===== src/rtl/squash_recovery_ctrl.sv =====
// Branch-mispredict recovery sequencer: walks the ROB from the tail toward the squashed branch,
// restoring map-table entries and returning tags to the free list, up to N_WAY entries per cycle.
module squash_recovery_ctrl #(
  parameter int unsigned N_WAY     = 2,
  parameter int unsigned N_ROB     = 32,
  parameter int unsigned CDB_BITS  = 6,
  parameter int unsigned ARCH_BITS = 5,
  localparam int unsigned IW       = $clog2(N_ROB),
  localparam int unsigned KW       = $clog2(N_WAY) + 1
) (
  input  logic                                 clock,
  input  logic                                 reset,
  input  logic                                 squash_req,
  input  logic [IW-1:0]                        squash_rob_idx,
  input  logic [IW-1:0]                        rob_head,
  input  logic [IW-1:0]                        rob_tail,
  output logic [N_WAY-1:0][IW-1:0]             rd_idx,
  input  logic [N_WAY-1:0][CDB_BITS-1:0]       rd_tag,
  input  logic [N_WAY-1:0][CDB_BITS-1:0]       rd_told,
  input  logic [N_WAY-1:0][ARCH_BITS-1:0]      rd_dest,
  output logic [N_WAY-1:0]                     restore_valid,
  output logic [N_WAY-1:0][ARCH_BITS-1:0]      restore_dest,
  output logic [N_WAY-1:0][CDB_BITS-1:0]       restore_tag,
  output logic [N_WAY-1:0]                     free_valid,
  output logic [N_WAY-1:0][CDB_BITS-1:0]       free_tag,
  output logic [KW-1:0]                        rob_tail_dec,
  output logic                                 dispatch_stall,
  output logic                                 busy,
  output logic                                 done
);

  typedef enum logic [1:0] {StIdle, StWalk, StDone} state_e;

  state_e        state_q;
  logic [IW-1:0] ptr_q, target_q, remaining_q;

  logic          walking;
  logic [KW-1:0] k;
  logic [IW-1:0] ptr_next, rem_next;
  logic [IW-1:0] start_rem, nested_rem;
  logic [IW-1:0] age_new, age_tgt;
  logic          nested_accept;

  assign walking = (state_q == StWalk);

  always_comb begin
    k = '0;
    if (walking) begin
      if (remaining_q >= IW'(N_WAY)) k = KW'(N_WAY);
      else                           k = KW'(remaining_q);
    end
  end

  assign ptr_next   = ptr_q - IW'(k);
  assign rem_next   = remaining_q - IW'(k);
  assign start_rem  = rob_tail - squash_rob_idx - IW'(1);
  assign nested_rem = ptr_next - squash_rob_idx - IW'(1);

  // A nested squash only matters if it is older than the branch we are already unwinding to.
  assign age_new       = squash_rob_idx - rob_head;
  assign age_tgt       = target_q - rob_head;
  assign nested_accept = walking && squash_req && (age_new < age_tgt);

  always_ff @(posedge clock) begin
    if (!reset) begin
      state_q     <= StIdle;
      ptr_q       <= '0;
      target_q    <= '0;
      remaining_q <= '0;
    end else begin
      unique case (state_q)
        StIdle, StDone: begin
          if (squash_req) begin
            ptr_q       <= rob_tail;
            target_q    <= squash_rob_idx;
            remaining_q <= start_rem;
            state_q     <= (start_rem != '0) ? StWalk : StDone;
          end else begin
            state_q <= StIdle;
          end
        end
        StWalk: begin
          ptr_q <= ptr_next;
          if (nested_accept) begin
            target_q    <= squash_rob_idx;
            remaining_q <= nested_rem;
            state_q     <= (nested_rem != '0) ? StWalk : StDone;
          end else begin
            remaining_q <= rem_next;
            state_q     <= (rem_next != '0) ? StWalk : StDone;
          end
        end
        default: state_q <= StIdle;
      endcase
    end
  end

  always_comb begin
    rd_idx        = '0;
    restore_valid = '0;
    free_valid    = '0;
    restore_dest  = '0;
    restore_tag   = '0;
    free_tag      = '0;
    if (walking) begin
      for (int unsigned i = 0; i < N_WAY; i++) begin
        rd_idx[i]        = ptr_q - IW'(i + 1);
        restore_valid[i] = (KW'(i) < k);
        free_valid[i]    = (KW'(i) < k);
        restore_dest[i]  = rd_dest[i];
        restore_tag[i]   = rd_told[i];
        free_tag[i]      = rd_tag[i];
      end
    end
  end

  assign rob_tail_dec   = k;
  assign busy           = (state_q != StIdle);
  assign done           = (state_q == StDone);
  assign dispatch_stall = squash_req | busy;

endmodule

===== config.mk =====
export PLATFORM = sky130hd
export DESIGN_NAME = squash_recovery_ctrl
export DESIGN_NICKNAME = d
export VERILOG_FILES = /design/src/rtl/squash_recovery_ctrl.sv
export SDC_FILE = /design/constraint.sdc
export NUM_CORES = 1
export LEC_CHECK = 0
export ABC_CLOCK_PERIOD_IN_PS = 6750
export CAP_MARGIN = 20
export CORE_MARGIN = 3
export CORE_UTILIZATION = 45
export DETAILED_ROUTE_END_ITERATION = 8
export PLACE_DENSITY = 0.85
export SYNTH_ARGS = -nofsm -noshare
export SYNTH_HDL_FRONTEND = slang
export SYNTH_SLANG_ARGS = --single-unit

===== constraint.sdc =====
create_clock -name clock -period 6.75 [get_ports clock]
set_input_delay 1.35 -clock clock [delete_from_list [all_inputs] [get_ports clock]]
set_output_delay 1.35 -clock clock [all_outputs]
set_load 0.02 [all_outputs]

==> run_results.csv <==
group,metric,value,unit
sta,slew_headroom,0.534,
clock_tree,clk_pin_slew_worst_paths,0.07,ns
power,p_per_area,407,nW/µm²
yosys,seq_area_frac_synth,0.155,
placed_design,placed_area,3240,µm²
critical_path,cp.arrival,4.46,ns
power,clockPowerShare,0.058,
critical_path,required,6.94,ns
placed_design,port_buffers,104,
yosys,async_flop_share,0,
detailed_routing,first_pass_iters,4,
floorplan,dieHeight,75.8,µm
power,p_sw_frac,0.489,
detailed_routing,drc,0,
hold_path,hp-class,"reg -> reg",
floorplan,coreArea,4530,µm²
clock_tree,root_buffer,"clkbuf_8",
floorplan,io_pins,105,
yosys,ys_types,47,
placed_design,place.detailed.hpwl,5190,µm
global_routing,use_met1,0.260,
global_routing,grt_pass1_wl,9670,µm
detailed_routing,vias_per_cell,5.11,
final_layout,nets,457,
yosys,ys.flop_type,"dfxtp_1",
global_routing,grt_pass1_vias,2091,
yosys,yosys.area_share.xor_xnor,0.108,
hold_path,min_from,"target_q[4]",
yosys,ys_ff_latch,17,
sta,maxSlewViolCount,0,
detailed_routing,drtIter0Drc,126,
sta,hold_ws,0.490,ns
clock_tree,clock_latency,0.26,ns
critical_path,crit_fanout,9,
global_routing,grt_use_met3,0.0580,
detailed_routing,vias,2226,
clock_tree,cts_setup_buffers,0,
sta,finalSetupViolations,0,
global_routing,grt_overflow_total,0,
yosys,synth_edf_count,0,
detailed_routing,routed_wirelength,6290,µm
detailed_routing,ant_nets,0,
floorplan,rows,24,
yosys,synth_compound_area_frac,0.147,
clock_tree,cts_tree,"yes",
sta,worst_pin_slew,0.699,ns
sta,finalCriticalPeriod,4.27,ns
outcome,status,"completed",
sta,finalHoldViolCount,0,
placed_design,place_congestion,0.860,
yosys,syn_inst,279,
floorplan,die-area,5750,µm²
floorplan,dieWidth,75.8,µm
power,combPwrFrac,0.806,
clock_tree,cts_made_buffers,3,
floorplan,initial_core_util,0.484,
clock_tree,cts_buffer_depth,2,
yosys,synthMuxAreaShare,0.0473,
yosys,synth_top_family_by_area,"simple AND/OR/NAND/NOR gates",
critical_path,path_class,"in -> reg",
critical_path,worstSetupEndpointType,"flop",
clock_tree,hold_buffers,0,
yosys,synth.avg_cell_area,7.87,µm²
global_routing,antenna_found_initial,0,
final_layout,nFillCells,370,
global_routing,grt_use_met2,0.403,
sta,finalSetupTns,0,ns
global_routing,gr-max-usage-layer,"met2",
clock_tree,clock_sinks,17,
power,irDropWorstVdd,0.212,mV
sta,fin_crit_sh,0.633,
sta,rsz0062_at_grt,"no",
critical_path,crit-reg2reg-launch,"state_q[0]",
clock_tree,ctsResizeCount,0,
detailed_routing,wl_per_cell,14.4,µm
power,p_total,1.34,mW
power,power_frac_seq,0.135,
global_routing,grt_max_degree,51,
sta,fmax,234,MHz
yosys,yosys.area_share.adder,0.209,
critical_path,cp-startpoint,"squash_rob_idx[0]",
yosys,synth_fp_nets,364,
sta,final.setup_skew,0.00925,ns
run,maxCapViolations,0,
final_layout,drive_above_1_share,0.0404,
yosys,yosys_warnings,0,
final_layout,synthToLayoutAreaGrowth,49.7,%
final_layout,diodes,0,
power,power_leakage,1.43,nW
global_routing,grtUsageTotal,0.221,
yosys,synth-simple-area-share,0.258,
final_layout,fin_area,3280,µm²
yosys,syn_area,2190,µm²
power,p_int,0.683,mW
clock_tree,htree_levels,1,
power,switching_power,0.655,mW
critical_path,crit_path_start_kind,"input pin",
[registers in the layout, indices dropped and copies added (netlist names)]
name         flops
target_q         5
ptr_q            5
remaining_q      5
state_q          2
[routing by layer]
| layer | up-vias | wire, µm | part of all wire |
|---|---|---|---|
| met5 | - | 0 | 0 |
| met4 | 0 | 47 | 0.0075 |
| met3 | 4 | 495 | 0.079 |
| met2 | 100 | 3290 | 0.52 |
| met1 | 1022 | 2450 | 0.39 |
| li1 | 1100 | - | - |
[layout by cell type (no fill, tap or decap), types with 2 or more instances in the layout]
master / n
nor3_1: 3
nor4_1: 2
a211oi_1: 2
a21o_1: 8
mux2_2: 3
ha_1: 27
xor2_1: 9
o21ai_0: 9
inv_1: 23
nand2b_1: 2
fa_1: 6
clkdlybuf4s50_1: 104
and2b_1: 2
or2_2: 2
clkbuf_8: 3
a21oi_1: 18
and2_1: 35
dfxtp_1: 17
mux2i_1: 7
nor2_1: 19
nor2b_1: 6
xnor2_1: 18
nand2_1: 24
[per-stage QoR]
step | util | cells | setup WS [ns]
floorplan | - | 279 | 2.95
global placement | 0.714 | 432 | 2.33
detailed placement | 0.714 | 432 | 2.26
CTS | 0.724 | 436 | 2.47
global route | 0.724 | 436 | 2.30
finish | 0.724 | 436 | 2.48
[worst max-delay path, cell delays in order]
cell and delay (ns):
clkdlybuf4s50_1 0.39, inv_1 0.12, ha_1 0.16, inv_1 0.06, fa_1 0.41, a21o_1 0.18, a21oi_1 0.19, xnor2_1 0.15
ha_1 0.29, nand2_1 0.12, nand4b_4 0.11, a31oi_4 0.34, inv_2 0.09, o31ai_2 0.30, a31o_1 0.19
[worst paths after layout]
path	endpoint	slack [ns]	depth (start not counted)
setup / recovery	state_q[1]	2.48	15
hold / removal	target_q[4]	0.49	2
setup reg to reg	state_q[1]	3.03	12
hold reg to reg	target_q[4]	0.49	2
[cell type report]
type	count	area, µm²	share of cell area
flip-flops and latches	17	340	0.104
repair buffers	104	1040	0.317
multi-input cells	222	1690	0.514
clock buffers	4	45.0	0.0137
well taps	65	81.3	0.0248
inverters	24	90.1	0.0274
[power by group through the flow]
| stage | sequential (mW) | combinational (mW) | clock [mW] |
|---|---|---|---|
| 2_1_floorplan | 0.159 | 0.744 | 0 |
| 3_3_place_gp | 0.180 | 1.05 | 0 |
| 3_5_place_dp | 0.183 | 1.07 | 0 |
| 4_1_cts | 0.180 | 1.08 | 0.0798 |
| 5_1_grt | 0.187 | 1.18 | 0.0848 |
| 6_report | 0.181 | 1.08 | 0.0782 |
[cells by family (layout without fill, tap and decap cells)]
kind of cell,after synthesis,count (layout)
AND/OR/NAND/NOR,103,103
AO/OA/AOI/OAI,49,49
buffers and inverters,40,132
adder cells (fa/ha/maj),33,33
XOR/XNOR,27,27
flip-flops,17,17
multiplexers,10,10
[Yosys cell counts, types with 8 or more instances]
cell type,n,area (µm²)
xnor2_1,18,158
a21o_1,8,60.1
inv_1,23,86.3
o21ai_0,9,45.0
xor2_1,9,78.8
nor2_1,19,71.3
nand2_1,24,90.1
and2_1,35,219
ha_1,27,338
a21oi_1,18,90.1
dfxtp_1,17,340
Note: power is estimated with default switching activity, not from simulation.
==> RTL edit: new RTL, same flow settings <==
`CDB_BITS`: 6 -> 8.
--- a/src/rtl/squash_recovery_ctrl.sv
+++ b/src/rtl/squash_recovery_ctrl.sv
@@ -5,3 +5,3 @@
   parameter int unsigned N_ROB     = 32,
-  parameter int unsigned CDB_BITS  = 6,
+  parameter int unsigned CDB_BITS  = 8,
   parameter int unsigned ARCH_BITS = 5,
Ports: changed (resized free_tag, rd_tag, rd_told and restore_tag); port bits go from 105 to 121. No check against the original RTL was run, so the function may have changed too.
==> RTL edit against the original RTL <==
Routed wire length is 7.6% higher. Total power is 5.2% higher. Design area is 6.7% higher. Worst setup slack better by 58 ps. Clock power hardly changed. Largest power group unchanged. Synthesized area is 2.7% higher. Non-clock buffer count is 16 higher. Sequential cell count stayed put. Largest cell class unchanged. Global-route usage is 1.5 points higher.
==> RTL edit: results (changes against the original RTL) <==
* Vias in the first global route at 2376 (was 2091)
* Largest net degree at the start of global routing at 59 (was 51)
* Clock transition at path regs at 70 ps (about the same)
* Cts bufs inserted at 3 (unchanged)
* Cts repair resizes at 0 (unchanged)
* Final net count at 489 (was 457)
* Status: completed (unchanged)
* Crit path max-delay family: compound AO/OA/AOI/OAI gates (unchanged)
* CP Data Arrival Time at 4370 ps (was 4460 ps)
* Async set or reset register ratio after synthesis at 0% (unchanged)
* Synth warn at 0 (unchanged)
* Placed cell area at 0.003458 mm² (was 0.003239 mm²)
* Peak supply drop at 202.4 µV (was 211.8 µV)
* GRT Total Usage at 23.56% (was 22.11%)
* Synth top area cells: dfxtp_1, ha_1, and2_1 (unchanged)
* Root Buffer: clkbuf_8 (unchanged)
* Static leakage at 1.506 nW (was 1.426 nW)
* CP max-delay cell: clkdlybuf4s50_1 (was fa_1)
* Post-synth top flop: dfxtp_1 (unchanged)
* DP Cell Count at 458 (was 432)
* Critical Path Fanout Max at 9 (unchanged)
* Gp weighted congestion at 0.8704 (was 0.8596)
* Place WS at 2257 ps (was 2258 ps)
* HPWL after DPL at 5.700 mm (was 5.189 mm)
* Filler cells at 384 (was 370)
* Seq/Total Area, Yosys at 15.09% (was 15.51%)
* Syn nets at 381 (was 364)
* Max-slew headroom at 47.43% (was 53.42%)
* Commonest cells in the netlist: and2_1, ha_1, nand2_1 (unchanged)
* ANT cells at 0 (unchanged)
* Synth Instances at 288 (was 279)
* Worst-skew pair later-pin latency at 260 ps (about the same)
* Detail-routed via count per cell at 5.054 (was 5.106)
* # Post-CTS Setup Buffers at 0 (unchanged)
* Bufs on Longest Clock Path at 2 (unchanged)
* Drt total wl at 6.767 mm (was 6.289 mm)
* Routed WL per cell at 14.65 µm (was 14.42 µm)
* Initial antenna violation count at 0 (unchanged)
* Global-route wire length before repair at 11.17 mm (was 9.666 mm)
* Drt pass-1 iters at 4 (unchanged)
* I/O Buffers at 120 (was 104)
* H-tree depth at 1 (unchanged)
* Share of layout cells above drive strength 1 at 4.051% (was 4.043%)
* Post-synth cell types at 47 (unchanged)
* Slowest stage delay, CP at 400 ps
* Setup Skew at 10.29 ps (was 9.250 ps)
* Biggest regs: ptr_q: 5 flops, remaining_q: 5 flops, target_q: 5 flops (unchanged)
* Worst min-delay path class: flop to flop (unchanged)
* Initial drt markers at 102 (was 126)
## RTL edit: routing by layer
layer / vias up / track usage [%] / routed length, µm
met1: 1082 / 25.81 / 2664
met4: 0 / 6.522 / 82
li1: 1157 / - / -
met5: - / 0 / 0
met2: 89 / 44.16 / 3526
met3: 7 / 6.221 / 492
## RTL edit: layout make-up
cell class	instances	area share, %
inverter	24	2.571
sequential	17	9.711
tap	67	2.392
multi-input combinational	230	49.73
timing repair buffer	120	34.27
clock inverter	1	0.1428
clock buffer	3	1.178
## RTL edit: per-stage QoR
stage / util, % / hold slack (ps)
5_1_grt: 73.23 / 530.5
2_1_floorplan: - / 452.7
3_5_place_dp: 72.26 / 488.2
3_3_place_gp: 72.26 / 475.9
6_report: 73.23 / 492.8
4_1_cts: 73.23 / 497.4
## RTL edit: cell families after synthesis
group	count (synthesis)	synth area share, %
AND/OR/NAND/NOR	111	27.58
AO/OA/AOI/OAI	49	14.32
buffers and inverters	41	7.602
adder cells (fa/ha/maj)	33	20.31
XOR/XNOR	27	10.49
flip-flops	17	15.09
multiplexers	10	4.606
## RTL edit: power breakdown
part / internal (W) / switching, W / total [W]
Sequential: 0.000135 / 0.0000470 / 0.000182
Clock: 0.0000411 / 0.0000371 / 0.0000781
Combinational: 0.000538 / 0.000610 / 0.00115
Total: 0.000714 / 0.000694 / 0.00141
## RTL edit: path summary, 6_finish.rpt
kind	start	cells past startpoint	slack, ps	end
min reg2reg	target_q[4]	2	490	target_q[4]
max	squash_rob_idx[0]	15	2530	state_q[1]
min	target_q[4]	2	490	target_q[4]
max reg2reg	state_q[0]	12	3050	state_q[1]
## RTL edit: worst reg2reg max path: cells and delay by family (launching register included)
| family | cells | cell delay, ps |
|---|---|---|
| compound gates | 4 | 840 |
| fa+ha+maj | 3 | 1050 |
| simple gates | 2 | 960 |
| flops | 1 | 400 |
| xor+xnor | 2 | 310 |
| buf+inv | 1 | 60 |
